File: config.mk
export PLATFORM = sky130hd
export DESIGN_NAME = pc_sequencer
export DESIGN_NICKNAME = d
export VERILOG_FILES = /design/src/rtl/pc_seq_pkg.sv /design/src/rtl/pc_sequencer_ret_stack.sv /design/src/rtl/pc_sequencer.sv
export SDC_FILE = /design/constraint.sdc
export NUM_CORES = 1
export LEC_CHECK = 0
export CAP_MARGIN = 10
export CORE_UTILIZATION = 53
export DETAILED_ROUTE_END_ITERATION = 8
export PLACE_DENSITY = 0.85
export SLEW_MARGIN = 20
export SYNTH_ARGS = -nofsm -noshare
export SYNTH_HDL_FRONTEND = slang
export SYNTH_SLANG_ARGS = --single-unit
File: constraint.sdc
create_clock -name clock -period 6.6 [get_ports clock]
set_clock_uncertainty 0.1 [all_clocks]
set_input_delay 0.66 -clock clock [delete_from_list [all_inputs] [get_ports clock]]
set_output_delay 0.66 -clock clock [all_outputs]
set_load 0.03 [all_outputs]
File: src/rtl/pc_seq_pkg.sv
// Shared types and helpers for the program-counter sequencer.
// The optional return stack is selected by PC_SEQ_CALL_STACK_EN.
package pc_seq_pkg;

    typedef enum logic [1:0] {
        ST_IDLE,
        ST_RUN,
        ST_DONE
    } state_t;

    typedef enum logic [2:0] {
        SEL_HOLD,
        SEL_INC,
        SEL_REL,
        SEL_ABS,
        SEL_CALL,
        SEL_RET
    } pc_sel_t;

    // Sign-extends the low 'width' bits of val to 32 bits (width in 1..32).
    function automatic logic [31:0] sign_ext(input logic [31:0] val, input int unsigned width);
        logic [31:0] mask;
        mask = 32'hFFFF_FFFF << width;
        if (val[width-1])
            return val | mask;
        else
            return val & ~mask;
    endfunction

endpackage

File: src/rtl/pc_sequencer_ret_stack.sv
// LIFO of return addresses for the sequencer's call/return feature.
// Pushes when full and pops when empty are ignored; the caller flags them.
module ret_stack #(
    parameter int unsigned W     = 10,
    parameter int unsigned DEPTH = 4
) (
    input  logic         clock,
    input  logic         reset_n,
    input  logic         clr,
    input  logic         push,
    input  logic         pop,
    input  logic [W-1:0] din,
    output logic [W-1:0] dout,
    output logic         full,
    output logic         empty
);

    localparam int unsigned PTR_W = $clog2(DEPTH + 1);
    localparam int unsigned IDX_W = (DEPTH > 1) ? $clog2(DEPTH) : 1;

    logic [W-1:0]     mem [DEPTH];
    logic [PTR_W-1:0] ptr;

    assign full  = (ptr == PTR_W'(DEPTH));
    assign empty = (ptr == '0);
    assign dout  = empty ? '0 : mem[IDX_W'(ptr - PTR_W'(1))];

    always_ff @(posedge clock or negedge reset_n) begin
        if (!reset_n)
            ptr <= '0;
        else if (clr)
            ptr <= '0;
        else if (pop && !empty)
            ptr <= ptr - PTR_W'(1);
        else if (push && !full)
            ptr <= ptr + PTR_W'(1);
    end

    always_ff @(posedge clock) begin
        if (!clr && !pop && push && !full)
            mem[IDX_W'(ptr)] <= din;
    end

endmodule

File: src/rtl/pc_sequencer.sv
// Program-counter / fetch sequencer with start/done run handshake.
// Define PC_SEQ_CALL_STACK_EN to enable call/return via a return-address stack.
module pc_sequencer
    import pc_seq_pkg::*;
#(
    parameter int unsigned PC_W      = 10,
    parameter int unsigned TGT_W     = 8,
    parameter int unsigned RESET_VEC = 0,
    parameter int unsigned STK_DEPTH = 4
) (
    input  logic             clock,
    input  logic             reset_n,
    input  logic             start,
    input  logic             halt,
    input  logic             jmp_en,
    input  logic             jmp_abs,
    input  logic [TGT_W-1:0] target,
    input  logic             call_en,
    input  logic             ret_en,
    output logic [PC_W-1:0]  prog_ctr,
    output logic             running,
    output logic             done,
    output logic             stack_err
);

    localparam logic [PC_W-1:0] RST_PC = PC_W'(RESET_VEC);

    state_t          state, state_nxt;
    pc_sel_t         pc_sel;
    logic            restart;
    logic [PC_W-1:0] pc_nxt, pc_inc, pc_rel, pc_abs;

    assign pc_inc = prog_ctr + PC_W'(1);
    assign pc_rel = prog_ctr + PC_W'(sign_ext(32'(target), TGT_W));
    assign pc_abs = PC_W'(target);

    assign running = (state == ST_RUN);
    assign done    = (state == ST_DONE);

`ifdef PC_SEQ_CALL_STACK_EN
    logic            stk_push, stk_pop, stk_full, stk_empty;
    logic [PC_W-1:0] stk_dout;

    ret_stack #(
        .W     (PC_W),
        .DEPTH (STK_DEPTH)
    ) u_ret_stack (
        .clock   (clock),
        .reset_n (reset_n),
        .clr     (restart),
        .push    (stk_push),
        .pop     (stk_pop),
        .din     (pc_inc),
        .dout    (stk_dout),
        .full    (stk_full),
        .empty   (stk_empty)
    );

    assign stk_push = (pc_sel == SEL_CALL);
    assign stk_pop  = (pc_sel == SEL_RET);

    always_ff @(posedge clock or negedge reset_n) begin
        if (!reset_n)
            stack_err <= 1'b0;
        else if (restart)
            stack_err <= 1'b0;
        else if ((stk_push && stk_full) || (stk_pop && stk_empty))
            stack_err <= 1'b1;
    end
`else
    logic unused_strobes;
    assign unused_strobes = call_en | ret_en;
    assign stack_err      = 1'b0;
`endif

    always_comb begin
        state_nxt = state;
        pc_sel    = SEL_HOLD;
        restart   = 1'b0;
        unique case (state)
            ST_IDLE, ST_DONE: begin
                if (start) begin
                    state_nxt = ST_RUN;
                    restart   = 1'b1;
                end
            end
            ST_RUN: begin
                if (halt)
                    state_nxt = ST_DONE;
`ifdef PC_SEQ_CALL_STACK_EN
                else if (ret_en)
                    pc_sel = SEL_RET;
                else if (call_en)
                    pc_sel = SEL_CALL;
`endif
                else if (jmp_en)
                    pc_sel = jmp_abs ? SEL_ABS : SEL_REL;
                else
                    pc_sel = SEL_INC;
            end
            default: state_nxt = ST_IDLE;
        endcase
    end

    always_comb begin
        pc_nxt = prog_ctr;
        if (restart)
            pc_nxt = RST_PC;
        else begin
            case (pc_sel)
                SEL_INC:           pc_nxt = pc_inc;
                SEL_REL:           pc_nxt = pc_rel;
                SEL_ABS, SEL_CALL: pc_nxt = pc_abs;
`ifdef PC_SEQ_CALL_STACK_EN
                // An underflowing return falls through to the next instruction.
                SEL_RET:           pc_nxt = stk_empty ? pc_inc : stk_dout;
`endif
                default:           pc_nxt = prog_ctr;
            endcase
        end
    end

    always_ff @(posedge clock or negedge reset_n) begin
        if (!reset_n) begin
            state    <= ST_IDLE;
            prog_ctr <= RST_PC;
        end else begin
            state    <= state_nxt;
            prog_ctr <= pc_nxt;
        end
    end

endmodule

Word-level counts from Yosys, hierarchy flattened:

Cells that the tools add are included.

* add/subtract/negate cells: 2
* multipliers: 0
* divide/modulo/power cells: 0
* $lt $le $gt $ge: 0
* equality and inequality tests: 8
* shifts and indexed selects: 0
* muxes and demuxes: 12
* bitwise gates (word level): 0
* reduce and logical (&&, ||, !) cells: 5

Operators with widths (number)
* $pmux W10 S3: 1
* $mux W10: 2
* $add A10 B1 Y10 const B: 1
* $add A10 B10 Y10: 1
* $mux W2: 4
* $eq A3 B2 Y1 const B: 2
* $ne A2 B2 Y1 const B: 2
* $pmux W2 S2: 1
* $reduce_bool A4 Y1: 1
* $reduce_or A2 Y1: 2
* $eq A3 B1 Y1 const B: 1
* $eq A3 B3 Y1 const B: 1
* $mux W1: 3
* $mux W3: 1
* $eq A2 B1 Y1 const B: 1
* $eq A2 B2 Y1 const B: 1
* $logic_not A2 Y1: 1
* $reduce_and A2 Y1: 1

* register bits after elaboration: 12
* latch bits: 0
* memory bits (writable): 0
* memory bits (read-only): 0
* input port bits: 16
* memories: 0

Depth between registers and ports, before layout:

Gate-level depths: netlist of run 1.

* depth in word-level cells: 8
* depth in mapped cells: 12

Least setup slack after synthesis of run 1:

No wires, ideal clock.

* path type: register -> register
* start: register state[0]
* end: register prog_ctr[6]
* setup time: 134 ps
* data arrival time: 2979 ps
* path slack: 3387 ps
* stages on the path, launching flop included: 13
* clock period less this slack: 3213 ps
* cell sequence: dfrtp_1 -> nor2b_1 -> nand2b_1 -> nor2_1 -> ha_1 -> nand2b_1 -> ha_1 -> fa_1 -> a21oi_1 -> o21ai_0 -> and3b_1 -> o31ai_1 -> a221oi_1

* longest elaborated chain between the ends: 6
* elaborated cells on any way between the ends: 14
* classes of those cells: 6 x eq/ne; 4 x mux; 4 x reduce/logical

Ends and longest elaborated chain
* start, declared: RTL line pc_sequencer.sv:28 `state_t state, state_nxt;`
* start signal, assigned: RTL line pc_sequencer.sv:128 `state <= state_nxt;`
* $eq A2 B1 Y1 (*)
* via running: RTL line pc_sequencer.sv:21 `output logic running,`
* $mux W3 (*): RTL line pc_sequencer.sv:80 `unique case (state)`
* $eq A3 B2 Y1 or $eq A3 B3 Y1 (tied branches): RTL line pc_sequencer.sv:110 `case (pc_sel)`
* $reduce_or A2 Y1: RTL line pc_sequencer.sv:110
* $pmux W10 S3: RTL line pc_sequencer.sv:110
* $mux W10: RTL line pc_sequencer.sv:107 `if (restart)`
* end signal, assigned: RTL line pc_sequencer.sv:129 `prog_ctr <= pc_nxt;`
* end, declared: RTL line pc_sequencer.sv:20 `output logic [PC_W-1:0] prog_ctr,`

Mark *: on every way through the listed nets, which the timed path passes. The rest lies on a longest branch.
A chain may end at the register's enable or synchronous reset.

Worst setup path in the final report of run 1:

* start: input jmp_en
* end: register prog_ctr[6]

* longest elaborated chain between the ends: 7
* elaborated cells on any way between the ends: 11
* classes of those cells: 4 x eq/ne; 5 x mux; 2 x reduce/logical

Ends and longest elaborated chain
* start, declared: RTL line pc_sequencer.sv:15 `input logic jmp_en,`
* $mux W2 (*): RTL line pc_sequencer.sv:96 `else if (jmp_en)`
* $mux W2 (*): RTL line pc_sequencer.sv:88 `if (halt)`
* $mux W3 (*): RTL line pc_sequencer.sv:80
* $eq A3 B2 Y1 or $eq A3 B3 Y1 (tied branches): RTL line pc_sequencer.sv:110
* $reduce_or A2 Y1: RTL line pc_sequencer.sv:110
* $pmux W10 S3: RTL line pc_sequencer.sv:110
* $mux W10: RTL line pc_sequencer.sv:107

Mark *: on every way between the ends. The rest lies on a longest branch, timed or not.

==> results of run 1 <==
==> metal layers <==
layer / routed length [um] / vias to the layer above / global-route usage
met3: 114 / 5 / 0.0374
met2: 1260 / 35 / 0.418
met4: 25 / 0 / 0.0588
met5: 0 / - / 0
met1: 1250 / 526 / 0.299
li1: - / 563 / -
==> synthesized netlist by cell type, types with 2 or more instances <==
master    number  area, um2
buf_4          2       15.0
a21oi_1       11       55.1
nor2b_1        5       31.3
nor3_1         5       25.0
xor2_1         2       17.5
o22ai_1        2       12.5
nand2_1        9       33.8
and3b_1        2       17.5
mux2i_1        4       40.0
or2b_1         2       15.0
nand3_1        3       15.0
o21ai_0       10       50.1
ha_1          11        138
dfrtp_1       12        300
clkbuf_1       2       7.51
buf_6          2       22.5
nor2_1        14       52.6
a221oi_1       2       17.5
nand2b_1       3       18.8
inv_1          9       33.8
a211oi_1       4       30.0
nor4b_1        2       17.5
and2_1         6       37.5
==> flip-flops by register name, summed over array words and instances, names as in the netlist <==
| signal | count |
|---|---|
| state | 2 |
| prog_ctr | 10 |
==> critical path: cells and delay by family <==
kind / cells / cell delay, ns
buffers and inverters: 2 / 0.52
adders and majority gates: 3 / 1.07
AOI/OAI and AO/OA: 5 / 0.98
and+or+nand+nor: 2 / 0.32
==> per-stage QoR <==
step | setup WS [ns] | cells
after floorplan | 3.39 | 145
after global placement | 2.83 | 190
after detailed placement | 2.74 | 190
after CTS | 3.04 | 193
after global routing | 2.78 | 193
final | 3.02 | 193
==> cells by family after synthesis <==
kind of cell | count (synthesis) | share of synthesized area
AOI/OAI and AO/OA | 43 | 0.246
xor gates and xnor gates | 3 | 0.0222
adders and majority gates | 12 | 0.133
buffers and inverters | 16 | 0.0707
DFF | 12 | 0.253
muxes | 4 | 0.0338
other | 1 | 0.00316
and+or+nand+nor | 54 | 0.238
==> final timing paths <==
check | start | endpoint | slack, ns
max reg2reg | state[0] | prog_ctr[6] | 3.28
max | jmp_en | prog_ctr[6] | 3.02
max in group asynchronous | reset_n | state[1] | 5.36
min | state[0] | state[0] | 0.41
min in group asynchronous | reset_n | prog_ctr[1] | 0.65
min reg2reg | state[0] | state[0] | 0.41
==> power by group through the flow <==
stage / registers [mW] / clock network, mW / logic [mW]
3_5_place_dp: 0.111 / 0 / 0.211
6_report: 0.109 / 0.0470 / 0.213
2_1_floorplan: 0.141 / 0 / 0.114
4_1_cts: 0.110 / 0.0476 / 0.213
3_3_place_gp: 0.109 / 0 / 0.206
5_1_grt: 0.113 / 0.0511 / 0.232
==> final cells by class <==
class                      instances  area (um2)
clock buffer                       3        22.5
fill                             183         599
inverter                           9        33.8
multi-input combinational        117         802
sequential                        12         300
tap                               27        33.8
timing repair buffer              25         250
==> flow_summary.json, run 1 <==
{
  "synth_edf_count": 0,
  "gr-total-overflow": 0,
  "diodes": 0,
  "grt_pass1_vias": 1054,
  "place.gp.congestion": 0.904,
  "synth_nets": 173,
  "root_buffer": "clkbuf_4",
  "drtAntennaViolNets": 0,
  "hold_path.class": "register to register",
  "final_cell_mix": "25 x clkdlybuf4s50_1, 14 x nor2_1, 12 x dfrtp_1",
  "cts_hold_buf": 0,
  "vdd_drop_max_v": 0.000209,
  "insertion_delay_ns": 0.28,
  "cp_max_fo": 9,
  "wire_per_inst_um": 13.7,
  "critical_path.cell_chain": "clkdlybuf4s50_1, inv_1, o21ai_0, ha_1, nand2b_1, ha_1, fa_1, a21oi_1, o21ai_0, and3b_1, o31ai_1, a221oi_1",
  "drive_above_1_share": 0.0482,
  "postCtsResizedCells": 0,
  "p_int_uw": 207,
  "htree_levels": 1,
  "clk_pin_slew_ns": 0.07,
  "syn_area_um2": 1190,
  "startpoint_type": "primary input",
  "cts_setup_buffers": 0,
  "clock_power_share": 0.127,
  "grt_pass1_wl_um": 4470,
  "coreArea_um2": 2040,
  "num_vias": 1129,
  "core.rowCount": 16,
  "ys_warn_count": 0,
  "antenna_found_initial": 0,
  "p_switching_uw": 162,
  "status": "completed",
  "pwr-share-seq": 0.296,
  "final_hold_viol_count": 0,
  "ys_types": 44,
  "die_h_um": 49.3,
  "setup_viol": 0,
  "layout.cells.most_common": "clkdlybuf4s50_1",
  "clockBufferDepth": 2,
  "syn_area_per_cell_um2": 8.18,
  "async_reset_ff_frac": 1.00,
  "period_minus_slack_ns": 3.58,
  "clock_sinks": 12,
  "p_per_area_nw_per_um2": 256,
  "io-pin-count": 29,
  "via_per_inst": 5.85,
  "initial_core_util": 0.581,
  "grt_usage": 0.238,
  "cts_tree": "done",
  "tns_ns": 0,
  "synth-main-ff-cell": "dfrtp_1",
  "required_ns": 6.60,
  "grt_max_degree": 20,
  "place_area_um2": 1420,
  "switching_share": 0.440,
  "drc": 0,
  "cp_slowest_cell": "clkdlybuf4s50_1",
  "synth_seq_cells": 12,
  "dp_hpwl_um": 1970,
  "crit_type": "primary input to register",
  "drtIter0Drc": 31,
  "tightest_slew_ns": 0.967,
  "rsz0062_at_grt": "no",
  "firstDrtPassIters": 4,
  "fmax_mhz": 279,
  "drv_cap": 0,
  "syn_inst": 145,
  "layout.nets": 196,
  "wl_um": 2650,
  "max_slew_margin": 0.354,
  "worstHoldPathCells": 1,
  "syn_to_final_growth_pct": 21.6,
  "final_core_util": 0.706,
  "io_buffers": 25,
  "fin_crit_sh": 0.542,
  "drv_slew": 0,
  "seq_area_frac_synth": 0.253,
  "finalInstanceArea_um2": 1440,
  "end_kind": "register",
  "cp.arrival_ns": 3.58,
  "holdWs_ns": 0.413,
  "critPathMaxStageDelay_ns": 0.47,
  "cts_buffers": 3,
  "r2r_cells": 12,
  "die_x_um": 49.3,
  "power_leakage_nw": 0.661,
  "power_uw": 369,
  "dieArea_um2": 2430,
  "combPwrFrac": 0.577
}
No activity file was read; power rests on OpenSTA's default activity.
==> run 2, diff against run 1 <==
--- a/config.mk
+++ b/config.mk
@@ -6,9 +6,9 @@
 export NUM_CORES = 1
 export LEC_CHECK = 0
 export CAP_MARGIN = 10
-export CORE_UTILIZATION = 53
+export CORE_UTILIZATION = 44
 export DETAILED_ROUTE_END_ITERATION = 8
-export PLACE_DENSITY = 0.85
+export PLACE_DENSITY = 0.75
 export SLEW_MARGIN = 20
 export SYNTH_ARGS = -nofsm -noshare
 export SYNTH_HDL_FRONTEND = slang
==> constraint.sdc (replaced) <==
create_clock -name clock -period 3 [get_ports clock]
set_clock_uncertainty 0.1 [all_clocks]
set_input_delay 0.3 -clock clock [delete_from_list [all_inputs] [get_ports clock]]
set_output_delay 0.3 -clock clock [all_outputs]
set_load 0.03 [all_outputs]
==> flow_summary.json, run 2 (same netlist as run 1, synthesis figures left out) <==
{
  "setup_viol": 0,
  "regMostFlops": "prog_ctr",
  "final_hold_viol_count": 0,
  "die_x_um": 53.9,
  "root_buffer": "clkbuf_4",
  "initial_core_util": 0.470,
  "layout.cells.most_common": "clkdlybuf4s50_1",
  "gr-total-overflow": 0,
  "p_switching_uw": 396,
  "regArea_um2": 300,
  "syn_to_final_growth_pct": 40.0,
  "grt_usage": 0.261,
  "wl_um": 3320,
  "diodes": 0,
  "via_per_inst": 5.87,
  "layout_setup_ws_ns": 0.174,
  "largest_reg_flops": 10,
  "max_slew_margin": 0.498,
  "multi_input_area_um2": 867,
  "io-pin-count": 29,
  "required_ns": 3.08,
  "p_per_area_nw_per_um2": 560,
  "post-place-ws_ns": -0.244,
  "status": "completed",
  "firstDrtPassIters": 4,
  "grt_pass1_vias": 1292,
  "combPwrFrac": 0.587,
  "dp_hpwl_um": 2390,
  "layout_top_registers": "prog_ctr: 10 flops, state: 2 flops",
  "grt_max_degree": 20,
  "vdd_drop_max_v": 0.000439,
  "antenna_found_initial": 0,
  "drv_slew": 0,
  "switching_share": 0.426,
  "fmax_mhz": 354,
  "crit_top_cell": "buf_4",
  "final_cell_mix": "25 x clkdlybuf4s50_1, 18 x buf_4, 13 x nor2_1",
  "num_vias": 1263,
  "dieArea_um2": 2910,
  "core.rowCount": 18,
  "layout.nets": 214,
  "insertion_delay_ns": 0.28,
  "drtAntennaViolNets": 0,
  "pwr-share-seq": 0.266,
  "drive_above_1_share": 0.200,
  "cp_max_fo": 4,
  "cp_slowest_cell": "dfrtp_1",
  "startpoint_type": "register",
  "cts_buffers": 3,
  "place.gp.congestion": 0.884,
  "period_minus_slack_ns": 2.83,
  "critPathMaxStageDelay_ns": 0.41,
  "wire_per_inst_um": 15.4,
  "drc": 0,
  "cts_hold_buf": 0,
  "fillers": 216,
  "drtIter0Drc": 15,
  "tightest_slew_ns": 0.753,
  "io_buffers": 25,
  "fin_crit_sh": 0.942,
  "clockBufferDepth": 2,
  "hold_path.class": "primary input to asynchronous set/reset pin",
  "clk_pin_slew_ns": 0.09,
  "htree_levels": 1,
  "cp.arrival_ns": 2.91,
  "tns_ns": 0,
  "drv_cap": 0,
  "clock_sinks": 12,
  "cts_setup_buffers": 0,
  "die_h_um": 53.9,
  "p_int_uw": 534,
  "power_uw": 929,
  "crit_type": "register to register",
  "cts_tree": "done",
  "end_kind": "register",
  "coreArea_um2": 2520,
  "clock_power_share": 0.146,
  "grt_pass1_wl_um": 5410,
  "power_leakage_nw": 0.753,
  "critical_path.cell_chain": "nor2b_4, nor2b_2, o21ai_1, ha_2, buf_4, and2_1, ha_4, a211oi_2, buf_4, nor2_1, or3_1, a221oi_2"
}
## run 2: through the flow
| stage | cells | hold WS, ns | utilization | instance area (um2) |
|---|---|---|---|---|
| final | 215 | 0.279 | 0.658 | 1660 |
| after global routing | 215 | 0.333 | 0.658 | 1660 |
| after CTS | 215 | 0.316 | 0.637 | 1610 |
| after detailed placement | 211 | 0.465 | 0.621 | 1570 |
| after global placement | 211 | 0.444 | 0.621 | 1570 |
| after floorplan | 145 | -0.0956 | - | 1190 |
## run 2: power by group through the flow
stage                     combinational [mW]  sequential (mW)  clock, mW
after floorplan                        0.255            0.311          0
after global placement                 0.500            0.241          0
after detailed placement               0.517            0.246          0
after CTS                              0.524            0.243      0.138
after global routing                   0.594            0.253      0.147
final                                  0.546            0.248      0.136
## run 2: worst max-delay path, delay by kind of cell (launching register included)
kind | cells | cell delay [ns]
adder cells (fa/ha/maj) | 2 | 0.44
AO/OA/AOI/OAI | 3 | 0.57
flip-flops | 1 | 0.41
AND/OR/NAND/NOR | 5 | 0.93
buffers and inverters | 2 | 0.28
## run 2: final cells by class
cell class,instances,area share
clock buffer,4,0.0219
inverter,9,0.0203
multi-input combinational,117,0.522
sequential,12,0.181
tap,30,0.0226
timing repair buffer,43,0.232
## run 2: repair_timing
action / CTS / global route
pin swaps: 0 / 2
resized for setup: 2 / 10
endpoints found under the setup margin: 2 / 7
cloned: 0 / 0
## run 2: path summary, 6_finish.rpt
kind / slack, ns / end / cells past startpoint / startpoint
max: 0.17 / prog_ctr[3] / 12 / state[1]
min: 0.28 / prog_ctr[1] / 1 / reset_n
max reg2reg: 0.17 / prog_ctr[3] / 12 / state[1]
min reg2reg: 0.49 / prog_ctr[8] / 2 / prog_ctr[8]
max in group asynchronous: 2.13 / prog_ctr[2] / 1 / reset_n
min in group clock: 0.49 / prog_ctr[8] / 2 / prog_ctr[8]
## run 2: routing by layer
layer	part of all wire	wire [um]	GRT usage	vias to the layer above
li1	-	-	-	597
met1	0.41	1370	0.289	615
met2	0.52	1720	0.471	41
met3	0.045	148	0.0678	10
met4	0.022	74	0.0965	0
met5	0	0	0	-
